<file path="config.mk">
export PLATFORM = sky130hd
export DESIGN_NAME = loop_seq_pc
export DESIGN_NICKNAME = d
export VERILOG_FILES = /design/src/rtl/loop_seq_pkg.sv /design/src/rtl/loop_stack.sv /design/src/rtl/loop_seq_pc.sv
export SDC_FILE = /design/constraint.sdc
export NUM_CORES = 1
export LEC_CHECK = 0
export CAP_MARGIN = 20
export CORE_ASPECT_RATIO = 1.5
export CORE_MARGIN = 5
export CORE_UTILIZATION = 55
export CTS_CLUSTER_DIAMETER = 200
export CTS_CLUSTER_SIZE = 12
export DETAILED_ROUTE_END_ITERATION = 10
export HOLD_SLACK_MARGIN = 0.08
export PLACE_DENSITY = 0.81
export REMOVE_ABC_BUFFERS = 1
export SLEW_MARGIN = 40
export SYNTH_ARGS = -nofsm -noshare
export SYNTH_HDL_FRONTEND = slang
export SYNTH_SLANG_ARGS = --single-unit
</file>
<file path="constraint.sdc">
create_clock -name clk -period 5.5 [get_ports clk]
set_input_delay 1.1 -clock clk [delete_from_list [all_inputs] [get_ports clk]]
set_output_delay 1.1 -clock clk [all_outputs]
set_load 0.01 [all_outputs]
</file>
<file path="src/rtl/loop_seq_pkg.sv">
// Shared types and width helpers for the loop_seq_pc program-address sequencer.
package loop_seq_pkg;

  localparam int DEF_ADDR_W = 5;
  localparam int DEF_CNT_W  = 8;
  localparam int DEF_DEPTH  = 4;

  typedef enum logic [1:0] {BOOT, RUN, HALT} state_t;

  typedef struct packed {
    logic [DEF_ADDR_W-1:0] start;
    logic [DEF_ADDR_W-1:0] end_a;
    logic [DEF_CNT_W-1:0]  remaining;
  } loop_entry_t;

  // Width of an occupancy count that must hold 0..depth.
  function automatic int cnt_w(input int depth);
    return $clog2(depth + 1);
  endfunction

  function automatic int idx_w(input int depth);
    return (depth > 1) ? $clog2(depth) : 1;
  endfunction

endpackage

</file>
<file path="src/rtl/loop_stack.sv">
// DEPTH-entry LIFO of loop descriptors with push/pop/decrement-top/clear.
module loop_stack
  import loop_seq_pkg::*;
#(
  parameter int  DEPTH   = DEF_DEPTH,
  parameter int  CNT_W   = DEF_CNT_W,
  parameter type entry_t = loop_entry_t
) (
  input  logic                      clk,
  input  logic                      rst,
  input  logic                      push,
  input  logic                      pop,
  input  logic                      dec_top,
  input  logic                      clear,
  input  entry_t                    push_data,
  output entry_t                    top,
  output logic                      full,
  output logic                      empty,
  output logic [cnt_w(DEPTH)-1:0]   count
);

  localparam int CW = cnt_w(DEPTH);
  localparam int IW = idx_w(DEPTH);

  entry_t          r_mem [DEPTH];
  logic [CW-1:0]   r_cnt;
  logic [IW-1:0]   w_top_idx;
  logic [IW-1:0]   w_wr_idx;

  assign w_top_idx = IW'(r_cnt - CW'(1));
  assign w_wr_idx  = IW'(r_cnt);
  assign full      = (r_cnt == CW'(DEPTH));
  assign empty     = (r_cnt == '0);
  assign count     = r_cnt;
  assign top       = r_mem[w_top_idx];

  always_ff @(posedge clk or posedge rst) begin
    if (rst)                  r_cnt <= '0;
    else if (clear)           r_cnt <= '0;
    else if (push && !full)   r_cnt <= r_cnt + CW'(1);
    else if (pop && !empty)   r_cnt <= r_cnt - CW'(1);
  end

  // Entry storage carries no reset; only the occupancy count defines validity.
  always_ff @(posedge clk) begin
    if (!clear) begin
      if (push && !full)
        r_mem[w_wr_idx] <= push_data;
      else if (dec_top && !empty)
        r_mem[w_top_idx].remaining <= r_mem[w_top_idx].remaining - CNT_W'(1);
    end
  end

endmodule

</file>
<file path="src/rtl/loop_seq_pc.sv">
// Program-address sequencer with nested zero-overhead loops, jump, stall and halt.
// Optional macro LOOP_SEQ_STATS_EN adds the lp_backs loop-back counter output.
module loop_seq_pc
  import loop_seq_pkg::*;
#(
  parameter int                ADDR_W   = DEF_ADDR_W,
  parameter int                CNT_W    = DEF_CNT_W,
  parameter int                DEPTH    = DEF_DEPTH,
  parameter logic [ADDR_W-1:0] RESET_PC = '0
) (
  input  logic                      clk,
  input  logic                      rst,
  input  logic                      en,
  input  logic                      halt,
  input  logic                      jmp_valid,
  input  logic [ADDR_W-1:0]         jmp_addr,
  input  logic                      lp_push,
  input  logic [ADDR_W-1:0]         lp_start,
  input  logic [ADDR_W-1:0]         lp_end,
  input  logic [CNT_W-1:0]          lp_count,
  output logic [ADDR_W-1:0]         pc,
  output logic                      pc_valid,
  output logic [cnt_w(DEPTH)-1:0]   lp_depth,
  output logic                      err_ovf,
  output logic                      err_nest
`ifdef LOOP_SEQ_STATS_EN
  ,
  output logic [15:0]               lp_backs
`endif
);

  typedef struct packed {
    logic [ADDR_W-1:0] start;
    logic [ADDR_W-1:0] end_a;
    logic [CNT_W-1:0]  remaining;
  } entry_t;

  state_t            r_state, w_state_nx;
  logic [ADDR_W-1:0] r_pc, w_pc_nx;
  logic              r_pc_valid, w_valid_nx;
  logic              r_err_ovf, w_ovf_nx;
  logic              r_err_nest, w_nest_nx;

  logic              w_push, w_pop, w_dec, w_clear;
  logic              w_full, w_empty;
  entry_t            w_top, w_push_data;
  logic [ADDR_W-1:0] w_pc_inc;
  logic              w_at_end, w_rem_gt1, w_nest_bad;

  assign w_pc_inc   = r_pc + ADDR_W'(1);
  assign w_at_end   = !w_empty && (r_pc == w_top.end_a);
  assign w_rem_gt1  = (w_top.remaining > CNT_W'(1));
  // An inner loop must end strictly before the enclosing loop's end.
  assign w_nest_bad = (lp_end < lp_start) || (!w_empty && (lp_end >= w_top.end_a));

  assign w_push_data.start     = lp_start;
  assign w_push_data.end_a     = lp_end;
  assign w_push_data.remaining = (lp_count == '0) ? CNT_W'(1) : lp_count;

  loop_stack #(
    .DEPTH   (DEPTH),
    .CNT_W   (CNT_W),
    .entry_t (entry_t)
  ) u_stack (
    .clk       (clk),
    .rst       (rst),
    .push      (w_push),
    .pop       (w_pop),
    .dec_top   (w_dec),
    .clear     (w_clear),
    .push_data (w_push_data),
    .top       (w_top),
    .full      (w_full),
    .empty     (w_empty),
    .count     (lp_depth)
  );

  always_comb begin
    w_state_nx = r_state;
    w_pc_nx    = r_pc;
    w_valid_nx = r_pc_valid;
    w_ovf_nx   = r_err_ovf;
    w_nest_nx  = r_err_nest;
    w_push     = 1'b0;
    w_pop      = 1'b0;
    w_dec      = 1'b0;
    w_clear    = 1'b0;
    if (en) begin
      unique case (r_state)
        BOOT: begin
          w_state_nx = RUN;
          w_valid_nx = 1'b1;
        end
        RUN: begin
          if (halt) begin
            w_state_nx = HALT;
            w_valid_nx = 1'b0;
          end else if (jmp_valid) begin
            w_pc_nx = jmp_addr;
            w_clear = 1'b1;
          end else if (lp_push) begin
            if (w_full) begin
              w_ovf_nx = 1'b1;
              w_pc_nx  = w_pc_inc;
            end else if (w_nest_bad) begin
              w_nest_nx = 1'b1;
              w_pc_nx   = w_pc_inc;
            end else begin
              w_push  = 1'b1;
              w_pc_nx = lp_start;
            end
          end else if (w_at_end) begin
            if (w_rem_gt1) begin
              w_dec   = 1'b1;
              w_pc_nx = w_top.start;
            end else begin
              w_pop   = 1'b1;
              w_pc_nx = w_top.end_a + ADDR_W'(1);
            end
          end else begin
            w_pc_nx = w_pc_inc;
          end
        end
        HALT: begin
          if (jmp_valid) begin
            w_state_nx = RUN;
            w_pc_nx    = jmp_addr;
            w_valid_nx = 1'b1;
            w_clear    = 1'b1;
          end
        end
        default: w_state_nx = BOOT;
      endcase
    end
  end

  always_ff @(posedge clk or posedge rst) begin
    if (rst) begin
      r_state    <= BOOT;
      r_pc       <= RESET_PC;
      r_pc_valid <= 1'b0;
      r_err_ovf  <= 1'b0;
      r_err_nest <= 1'b0;
    end else begin
      r_state    <= w_state_nx;
      r_pc       <= w_pc_nx;
      r_pc_valid <= w_valid_nx;
      r_err_ovf  <= w_ovf_nx;
      r_err_nest <= w_nest_nx;
    end
  end

  assign pc       = r_pc;
  assign pc_valid = r_pc_valid;
  assign err_ovf  = r_err_ovf;
  assign err_nest = r_err_nest;

`ifdef LOOP_SEQ_STATS_EN
  logic        w_back;
  logic [15:0] r_backs;

  assign w_back = en && (r_state == RUN) && !halt && !jmp_valid && !lp_push
                  && w_at_end && w_rem_gt1;

  always_ff @(posedge clk or posedge rst) begin
    if (rst)                               r_backs <= '0;
    else if (w_back && r_backs != 16'hFFFF) r_backs <= r_backs + 16'd1;
  end

  assign lp_backs = r_backs;
`endif

endmodule

</file>
==> flow_summary.json, run 1 <==
{
  "internal-power_uw": 1544,
  "insertion_delay_ps": 330,
  "yosysMostFrequentCell": "edfxtp_1",
  "crit_path_max_fanout": 24,
  "critPathTopFamily": "adder cells",
  "crit_arrival_ps": 4190,
  "post_cts_buffers": 0,
  "hold_viol_final": 0,
  "die_y_um": 120.7,
  "wl_mm": 9.487,
  "die_area_mm2": 0.01011,
  "yosysWarnings": 0,
  "synth_edf_count": 72,
  "fin_skew_ps": 7.270,
  "synth_top_area_share": 0.4812,
  "slew_headroom": 0.4643,
  "power_density_mw_per_mm2": 457.0,
  "rsz0062_at_grt": "no",
  "outcome": "complete, no violations",
  "path_cells": "inv_1, ha_2, mux4_2, ha_1, nor2b_1, o21ai_0, a21oi_1, nand3_1, nor3_1, buf_4, a41o_1",
  "diodes": 0,
  "synthTopCellsByArea": "edfxtp_1 (48%), mux4_2 (8.0%), dfrtp_1 (7.2%), ha_1 (5.6%), a21oi_1 (2.8%)",
  "postRouteAntennaNets": 0,
  "vias": 2951,
  "gpl.final_weighted_congestion": 0.8910,
  "fmax_mhz": 237.9,
  "rows": 40,
  "grt_antenna_before_repair": 0,
  "io_pins": 40,
  "htree_levels": 3,
  "async_flop_share": 0.1529,
  "worstHoldStart": "err_nest",
  "yosys_register_bits": 85,
  "layout.nets": 432,
  "p_sw_uw": 860.5,
  "r2r_start": "u_stack.count[1]",
  "grt_pass1_vias": 3054,
  "finalSetupTns_ps": 0,
  "clockBufferDepth": 2,
  "via_per_inst": 5.986,
  "grt_usage": 0.2021,
  "die_w_um": 83.80,
  "start_util": 0.5611,
  "synthCells": 337,
  "finalSetupViolCount": 0,
  "holdPathStages": 1,
  "cts_hold_buf": 0,
  "synth_commonest_cells": "edfxtp_1 (72), a21oi_1 (25), inv_1 (23)",
  "end_kind": "flop",
  "crit_buf_inv": 2,
  "r2r_end": "u_stack.r_mem[0][6]",
  "reg2reg_depth": 11,
  "grt_max_degree": 29,
  "cts_resized": 0,
  "max_stage_delay_ps": 710,
  "clock_power_share": 0.217,
  "syn_area_mm2": 0.004493,
  "seq_power_share": 0.334,
  "critPathSlowestCell": "ha_2",
  "whs_ps": 468.0,
  "drc": 0,
  "cts.sinks": 85,
  "whs_endpoint": "err_nest",
  "clkTransAtPathRegs_ps": 60,
  "ys.flop_type": "edfxtp_1",
  "startpoint_type": "flop",
  "required_ps": 5490,
  "pwr-share-comb": 0.449,
  "portBuffers": 39,
  "core_mm2": 0.008008,
  "cts-root-buf": "clkbuf_16",
  "yosysSeqAreaShare": 0.5536,
  "cts_made_buffers": 9,
  "yosysTopAreaCell": "edfxtp_1",
  "wl_per_cell_um": 19.24,
  "worst_slew_pin_slew_ps": 803.6,
  "drv_slew": 0,
  "avgSynthCellArea_um2": 13.33,
  "grt_overflow": 0,
  "finalCritPeriodShare": 0.7642,
  "r2r_slack_ps": 1300,
  "drv_cap": 0,
  "p_leak_uw": 0.001941,
  "dp.final_hpwl_mm": 6.807,
  "p_sw_frac": 0.3578,
  "cts_tree": "yes",
  "hold_path_class": "flop to flop",
  "grt_pass1_wl_mm": 15.63,
  "detail_route.first_pass.iterations": 5,
  "criticalPathCategory": "flop to flop",
  "drtIter0Drc": 182,
  "peakVddDrop_mv": 0.2529,
  "post-route-min-period_ps": 4203,
  "layout-drive-gt1-share": 0.1263,
  "synth_cell_types": 60,
  "area_growth_pct": 17.13
}
[power groups by stage]
stage | registers, µW | logic, µW | clock network [µW]
6_report | 802 | 1080 | 522
5_1_grt | 810 | 1200 | 564
4_1_cts | 802 | 1080 | 538
3_5_place_dp | 815 | 1070 | 0
3_3_place_gp | 811 | 1050 | 0
2_1_floorplan | 850 | 738 | 0
[through the flow]
stage | instances | worst slack [ps] | instance area, µm² | power, µW | util
floorplan | 325 | 324.1 | 4422 | 1588 | -
global placement | 477 | 1123 | 5004 | 1859 | 0.6248
detailed placement | 477 | 1281 | 5006 | 1889 | 0.6252
CTS | 493 | 1252 | 5259 | 2423 | 0.6567
global route | 493 | 891.8 | 5263 | 2573 | 0.6572
finish | 493 | 1297 | 5263 | 2405 | 0.6572
[worst reg2reg max path, stage by stage (launching register included)]
cell and delay (ps):
dfrtp_1 440, inv_1 150, ha_2 710, mux4_2 480
ha_1 330, nor2b_1 130, o21ai_0 210, a21oi_1 310
nand3_1 260, nor3_1 220, buf_4 240, a41o_1 390
[cell families (layout without fill, tap and decap cells)]
kind of cell | count (synthesis) | in the layout | share of synthesized area
simple gates | 81 | 81 | 0.1008
compound gates | 71 | 71 | 0.1047
flops | 85 | 85 | 0.5536
buf+inv | 35 | 86 | 0.03509
xor+xnor | 16 | 16 | 0.03119
fa+ha+maj | 20 | 20 | 0.05569
mux | 29 | 29 | 0.1189
[sequential cells by signal, summed over array words and instances, names as in the netlist]
register and flops:
err_nest 1, pc_valid 1, u_stack.r_mem 72, pc 5, r_state 2, err_ovf 1
u_stack.count 3
[per-layer routing]
metal	routed length, µm	up-vias	global-route usage
met5	0	-	0
met4	261	0	0.09859
met3	415	18	0.04499
met2	4942	82	0.3481
met1	3867	1452	0.2376
li1	-	1399	-
[layout make-up]
type	instances	area, µm²
multi-input cells	217	1854
clock inverters	3	12.51
inverters	23	86.33
well taps	105	131.4
clock buffers	13	240.2
flip-flops and latches	85	2487
repair buffers	47	450.4
fillers	593	2745
[layout by cell type, fill, tap and decap left out, types with 4 or more instances in the layout]
master	instances
nor3_1	7
edfxtp_1	72
mux2i_1	5
mux2_2	5
nor2_1	15
mux4_2	16
nor3b_1	5
o21ai_0	11
clkdlybuf4s50_1	39
nand3_1	11
dfrtp_1	13
a21oi_1	25
ha_1	19
and3_1	4
nand2_1	15
clkbuf_16	9
xnor2_1	10
inv_1	23
and2_1	5
buf_4	8
xor2_1	6
o31ai_1	4
clkbuf_1	4
[worst max path at each step]
| stage | startpoint | end | slack (ps) | cells past startpoint |
|---|---|---|---|---|
| 6_report | u_stack.count[1] | u_stack.r_mem[0][6] | 1300 | 11 |
| 5_1_grt | u_stack.count[1] | u_stack.r_mem[0][6] | 890 | 12 |
| 4_1_cts | u_stack.count[1] | u_stack.r_mem[1][0] | 1250 | 12 |
| 3_5_place_dp | u_stack.count[1] | u_stack.r_mem[1][6] | 1280 | 12 |
| 3_3_place_gp | u_stack.count[1] | u_stack.r_mem[1][6] | 1120 | 12 |
| 2_1_floorplan | u_stack.count[0] | u_stack.r_mem[1][0] | 320 | 11 |
Power figures use the tool's default switching activity.
==> run 2: changes to the inputs <==
==> constraint.sdc (replaced) <==
create_clock -name clk -period 4.3 [get_ports clk]
set_input_delay 0.86 -clock clk [delete_from_list [all_inputs] [get_ports clk]]
set_output_delay 0.86 -clock clk [all_outputs]
set_load 0.01 [all_outputs]
==> run 2 against run 1 <==
  * Sequential share of layout area shrank 0.21 points
  * Flip-flop and latch count is the same
  * Global-route usage is 0.46 points higher
  * Register-to-register slack worse by 840 ps
  * Critical endpoint is now u_stack.r_mem[0][5]
  * Largest power group unchanged
  * Highest routed layer unchanged
==> flow_summary.json, run 2 (same netlist as run 1, synthesis figures left out) <==
{
  "outcome": "complete, no violations",
  "p_leak_uw": 0.001955,
  "via_per_inst": 6.036,
  "drv_slew": 0,
  "fmax_mhz": 260.0,
  "grt_pass1_wl_mm": 15.91,
  "crit_arrival_ps": 3840,
  "finalSetupViolCount": 0,
  "grt_overflow": 0,
  "wl_mm": 9.783,
  "mostFrequentLayoutCell": "edfxtp_1",
  "detail_route.first_pass.iterations": 4,
  "hold_path_class": "flop to flop",
  "required_ps": 4290,
  "startpoint_type": "flop",
  "criticalPathCategory": "flop to flop",
  "grt_pass1_vias": 3076,
  "final_cell_mix": "edfxtp_1 (72), clkdlybuf4s50_1 (39), a21oi_1 (25), inv_1 (23), ha_1 (20)",
  "htree_levels": 3,
  "whs_ps": 466.3,
  "cts.sinks": 85,
  "end_kind": "flop",
  "drc": 0,
  "cts-root-buf": "clkbuf_16",
  "post_cts_buffers": 0,
  "cts_made_buffers": 9,
  "rsz0062_at_grt": "no",
  "grt_usage": 0.2067,
  "holdPathStages": 1,
  "peakVddDrop_mv": 0.3566,
  "cts_hold_buf": 0,
  "hold_viol_final": 0,
  "power_density_mw_per_mm2": 589.6,
  "grt_max_degree": 29,
  "cts_tree": "yes",
  "finalCritPeriodShare": 0.8943,
  "dp.final_hpwl_mm": 6.941,
  "start_util": 0.5611,
  "rows": 40,
  "clockBufferDepth": 2,
  "vias": 2988,
  "grt_antenna_before_repair": 0,
  "cts_resized": 0,
  "reg2reg_depth": 12,
  "crit_path_max_fanout": 9,
  "wl_per_cell_um": 19.76,
  "die_area_mm2": 0.01011,
  "finalSetupTns_ps": 0,
  "area_growth_pct": 17.66,
  "largest_reg_flops": 72,
  "die_y_um": 120.7,
  "critPathSlowestCell": "ha_1",
  "core_mm2": 0.008008,
  "path_cells": "inv_1, ha_1, buf_4, mux4_1, inv_1, ha_1, nand2_1, o21ai_0, a21oi_1, nand3_1, nor3_1, a41o_1",
  "layout.nets": 435,
  "worst_slew_pin_slew_ps": 756.6,
  "post-route-min-period_ps": 3846,
  "drtIter0Drc": 228,
  "clkTransAtPathRegs_ps": 60,
  "postRouteAntennaNets": 0,
  "io_pins": 40,
  "insertion_delay_ps": 340,
  "layout-drive-gt1-share": 0.1333,
  "die_w_um": 83.80,
  "drv_cap": 0,
  "portBuffers": 39,
  "max_stage_delay_ps": 520,
  "gpl.final_weighted_congestion": 0.8730,
  "diodes": 0,
  "fin_skew_ps": 7.681,
  "slew_headroom": 0.4956,
  "regMostFlops": "u_stack.r_mem"
}
run 2: cell type report:
type                            count  area, µm²
Multi-Input combinational cell    217       1852
Fill cell                         580       2721
Clock inverter                      5      27.53
Clock buffer                       10      229.0
Tap cell                          105      131.4
Sequential cell                    85       2487
Inverter                           23      86.33
Timing Repair Buffer               50      473.0
run 2: layer usage:
| metal | wire length (µm) | part of all wire | GRT usage | vias to the layer above |
|---|---|---|---|---|
| li1 | - | - | - | 1399 |
| met1 | 3832 | 0.39 | 0.2485 | 1494 |
| met2 | 5340 | 0.55 | 0.3586 | 89 |
| met3 | 528 | 0.054 | 0.04840 | 6 |
| met4 | 82 | 0.0084 | 0.08048 | 0 |
| met5 | 0 | 0 | 0 | - |
run 2: stage by stage:
step | instances | utilization | instance area [µm²] | worst slack (ps) | power [µW]
2_1_floorplan | 325 | - | 4422 | -875.9 | 2031
3_3_place_gp | 480 | 0.6277 | 5026 | 630.7 | 2407
3_5_place_dp | 480 | 0.6277 | 5026 | 453.3 | 2434
4_1_cts | 495 | 0.6597 | 5283 | 379.6 | 3126
5_1_grt | 495 | 0.6602 | 5286 | 84.42 | 3317
6_report | 495 | 0.6602 | 5286 | 454.4 | 3117
run 2: power breakdown:
group          internal [µW]  total (µW)  leakage [µW]  switching [µW]
combinational            647        1410       0.00103             760
sequential               953        1030      0.000808            73.1
clock                    384         684      0.000121             300
total                   1980        3120       0.00195            1130
run 2: worst paths after layout:
kind                             startpoint                  end  slack (ps)
max                        u_stack.count[1]  u_stack.r_mem[0][5]         450
min                                 err_ovf              err_ovf         470
max reg2reg                u_stack.count[1]  u_stack.r_mem[0][5]         450
min reg2reg                         err_ovf              err_ovf         470
max in group asynchronous               rst     u_stack.count[2]        3090
min in group asynchronous               rst              err_ovf         860
run 2: critical path, delay by kind of cell, from the launching register on:
kind,cells,cell delay [ps]
multiplexers,1,390
AND/OR/NAND/NOR,3,650
flip-flops,1,430
adder cells (fa/ha/maj),2,750
buffers and inverters,3,480
AO/OA/AOI/OAI,3,800
==> run 3: changes to the inputs <==
--- a/config.mk
+++ b/config.mk
@@ -9,6 +9,7 @@
 export CORE_ASPECT_RATIO = 1.5
 export CORE_MARGIN = 5
 export CORE_UTILIZATION = 55
+export CTS_BUF_LIST = sky130_fd_sc_hd__clkbuf_16
 export CTS_CLUSTER_DIAMETER = 200
 export CTS_CLUSTER_SIZE = 12
 export DETAILED_ROUTE_END_ITERATION = 10
==> run 3 against run 2 <==
  * Power hardly changed
  * Clock power hardly changed
  * Flip-flop and latch count stayed put
  * Sequential power hardly changed
  * First-iteration DRC count is 1.8% lower
  * Worst setup slack better by 1.1 ps
  * Largest power group unchanged
  * Highest routed layer unchanged
==> flow_summary.json, run 3 (same netlist as run 1, synthesis figures left out) <==
{
  "layout-drive-gt1-share": 0.1333,
  "io_pins": 40,
  "dp.final_hpwl_mm": 6.941,
  "dp_slack_ps": 453.3,
  "criticalPathCategory": "flop to flop",
  "grt_overflow": 0,
  "drv_cap": 0,
  "via_per_inst": 6.048,
  "grt_pass1_wl_mm": 15.91,
  "rsz0062_at_grt": "no",
  "startpoint_type": "flop",
  "largest_reg_flops": 72,
  "cts_resized": 0,
  "post-route-min-period_ps": 3844,
  "power_density_mw_per_mm2": 589.0,
  "end_kind": "flop",
  "die_area_mm2": 0.01011,
  "portBuffers": 39,
  "cts_tree": "yes",
  "path_cells": "inv_1, ha_1, buf_4, mux4_1, inv_1, ha_1, nand2_1, o21ai_0, a21oi_1, nand3_1, nor3_1, a41o_1",
  "peakVddDrop_mv": 0.3565,
  "max_stage_delay_ps": 520,
  "critPathTopFamily": "compound AO/OA/AOI/OAI gates",
  "final_cell_area_mm2": 0.005286,
  "p_leak_uw": 0.001959,
  "grt_max_degree": 29,
  "cts_made_buffers": 9,
  "area_growth_pct": 17.66,
  "grt_antenna_before_repair": 0,
  "die_y_um": 120.7,
  "grt_most_used_layer": "met2",
  "critPathSlowestCell": "ha_1",
  "gr-usage-met1": 0.2485,
  "clkTransAtPathRegs_ps": 60,
  "insertion_delay_ps": 340,
  "worst_slew_pin_slew_ps": 756.5,
  "slew_headroom": 0.4957,
  "post_cts_buffers": 0,
  "drv_slew": 0,
  "gpl.final_weighted_congestion": 0.8730,
  "diodes": 0,
  "clockBufferDepth": 2,
  "met3_usage": 0.04840,
  "finalSetupTns_ps": 0,
  "regMostFlops": "u_stack.r_mem",
  "fmax_mhz": 260.1,
  "place_area_mm2": 0.005026,
  "crit_arrival_ps": 3840,
  "wl_per_cell_um": 19.74,
  "drtIter0Drc": 224,
  "finalCritPeriodShare": 0.8941,
  "hold_path_class": "flop to flop",
  "setup_ws_ps": 455.6,
  "die_w_um": 83.80,
  "grt_usage": 0.2067,
  "wl_mm": 9.769,
  "outcome": "complete, no violations",
  "crit_buf_inv": 3,
  "finalSetupViolCount": 0,
  "detail_route.first_pass.iterations": 5,
  "htree_levels": 3,
  "vias": 2994,
  "fin_skew_ps": 7.699,
  "layout.nets": 435,
  "crit_path_max_fanout": 9,
  "start_util": 0.5611,
  "core_mm2": 0.008008,
  "drc": 0,
  "finalCoreUtilization": 0.6602,
  "grt_pass1_vias": 3076,
  "cts_hold_buf": 0,
  "cts.sinks": 85,
  "rows": 40,
  "hold_viol_final": 0,
  "final_cell_mix": "edfxtp_1 (72), clkdlybuf4s50_1 (39), a21oi_1 (25), inv_1 (24), ha_1 (20)",
  "required_ps": 4290,
  "gr-usage-met2": 0.3586,
  "postRouteAntennaNets": 0,
  "mostFrequentLayoutCell": "edfxtp_1",
  "cts-root-buf": "clkbuf_16"
}
## run 3: final cells by class
type / instances / area (µm²)
Clock inverter: 6 / 31.28
Multi-Input combinational cell: 217 / 1852
Sequential cell: 85 / 2487
Clock buffer: 9 / 225.2
Timing Repair Buffer: 50 / 473.0
Fill cell: 580 / 2721
Tap cell: 105 / 131.4
Inverter: 23 / 86.33
## run 3: worst register-to-register path, cell delays in order, from the launching register on
cell     delay [ps]
dfrtp_1         430
inv_1           150
ha_1            520
buf_4           240
mux4_1          390
inv_1           100
ha_1            230
nand2_1          50
o21ai_0         120
a21oi_1         270
nand3_1         290
nor3_1          310
a41o_1          410
## run 3: final timing paths
kind | from | end | slack [ps] | cells after the start
max in group asynchronous | rst | u_stack.count[2] | 3100 | 2
max | u_stack.count[1] | u_stack.r_mem[0][5] | 460 | 12
min | err_ovf | err_ovf | 470 | 1
max reg2reg | u_stack.count[1] | u_stack.r_mem[0][5] | 460 | 12
min in group asynchronous | rst | err_ovf | 850 | 2
min reg2reg | err_ovf | err_ovf | 470 | 1
## run 3: metrics by stage
step / hold WS [ps] / total power, µW / instances
2_1_floorplan: 493.2 / 2031 / 325
3_3_place_gp: 454.1 / 2407 / 480
3_5_place_dp: 456.9 / 2434 / 480
4_1_cts: 470.1 / 3124 / 495
5_1_grt: 495.7 / 3315 / 495
6_report: 466.3 / 3114 / 495
## run 3: where the power goes
| part | switching [µW] | internal (µW) | leakage (µW) |
|---|---|---|---|
| logic | 760 | 647 | 0.00103 |
| registers | 73.1 | 953 | 0.000808 |
| clock network | 300 | 381 | 0.000126 |
| total | 1130 | 1980 | 0.00196 |
## run 3: metal layers
layer / vias up / share of wire / routed length, µm
met3: 8 / 0.053 / 518
met5: - / 0 / 0
met4: 0 / 0.0091 / 89
li1: 1400 / - / -
met1: 1499 / 0.39 / 3801
met2: 87 / 0.55 / 5359
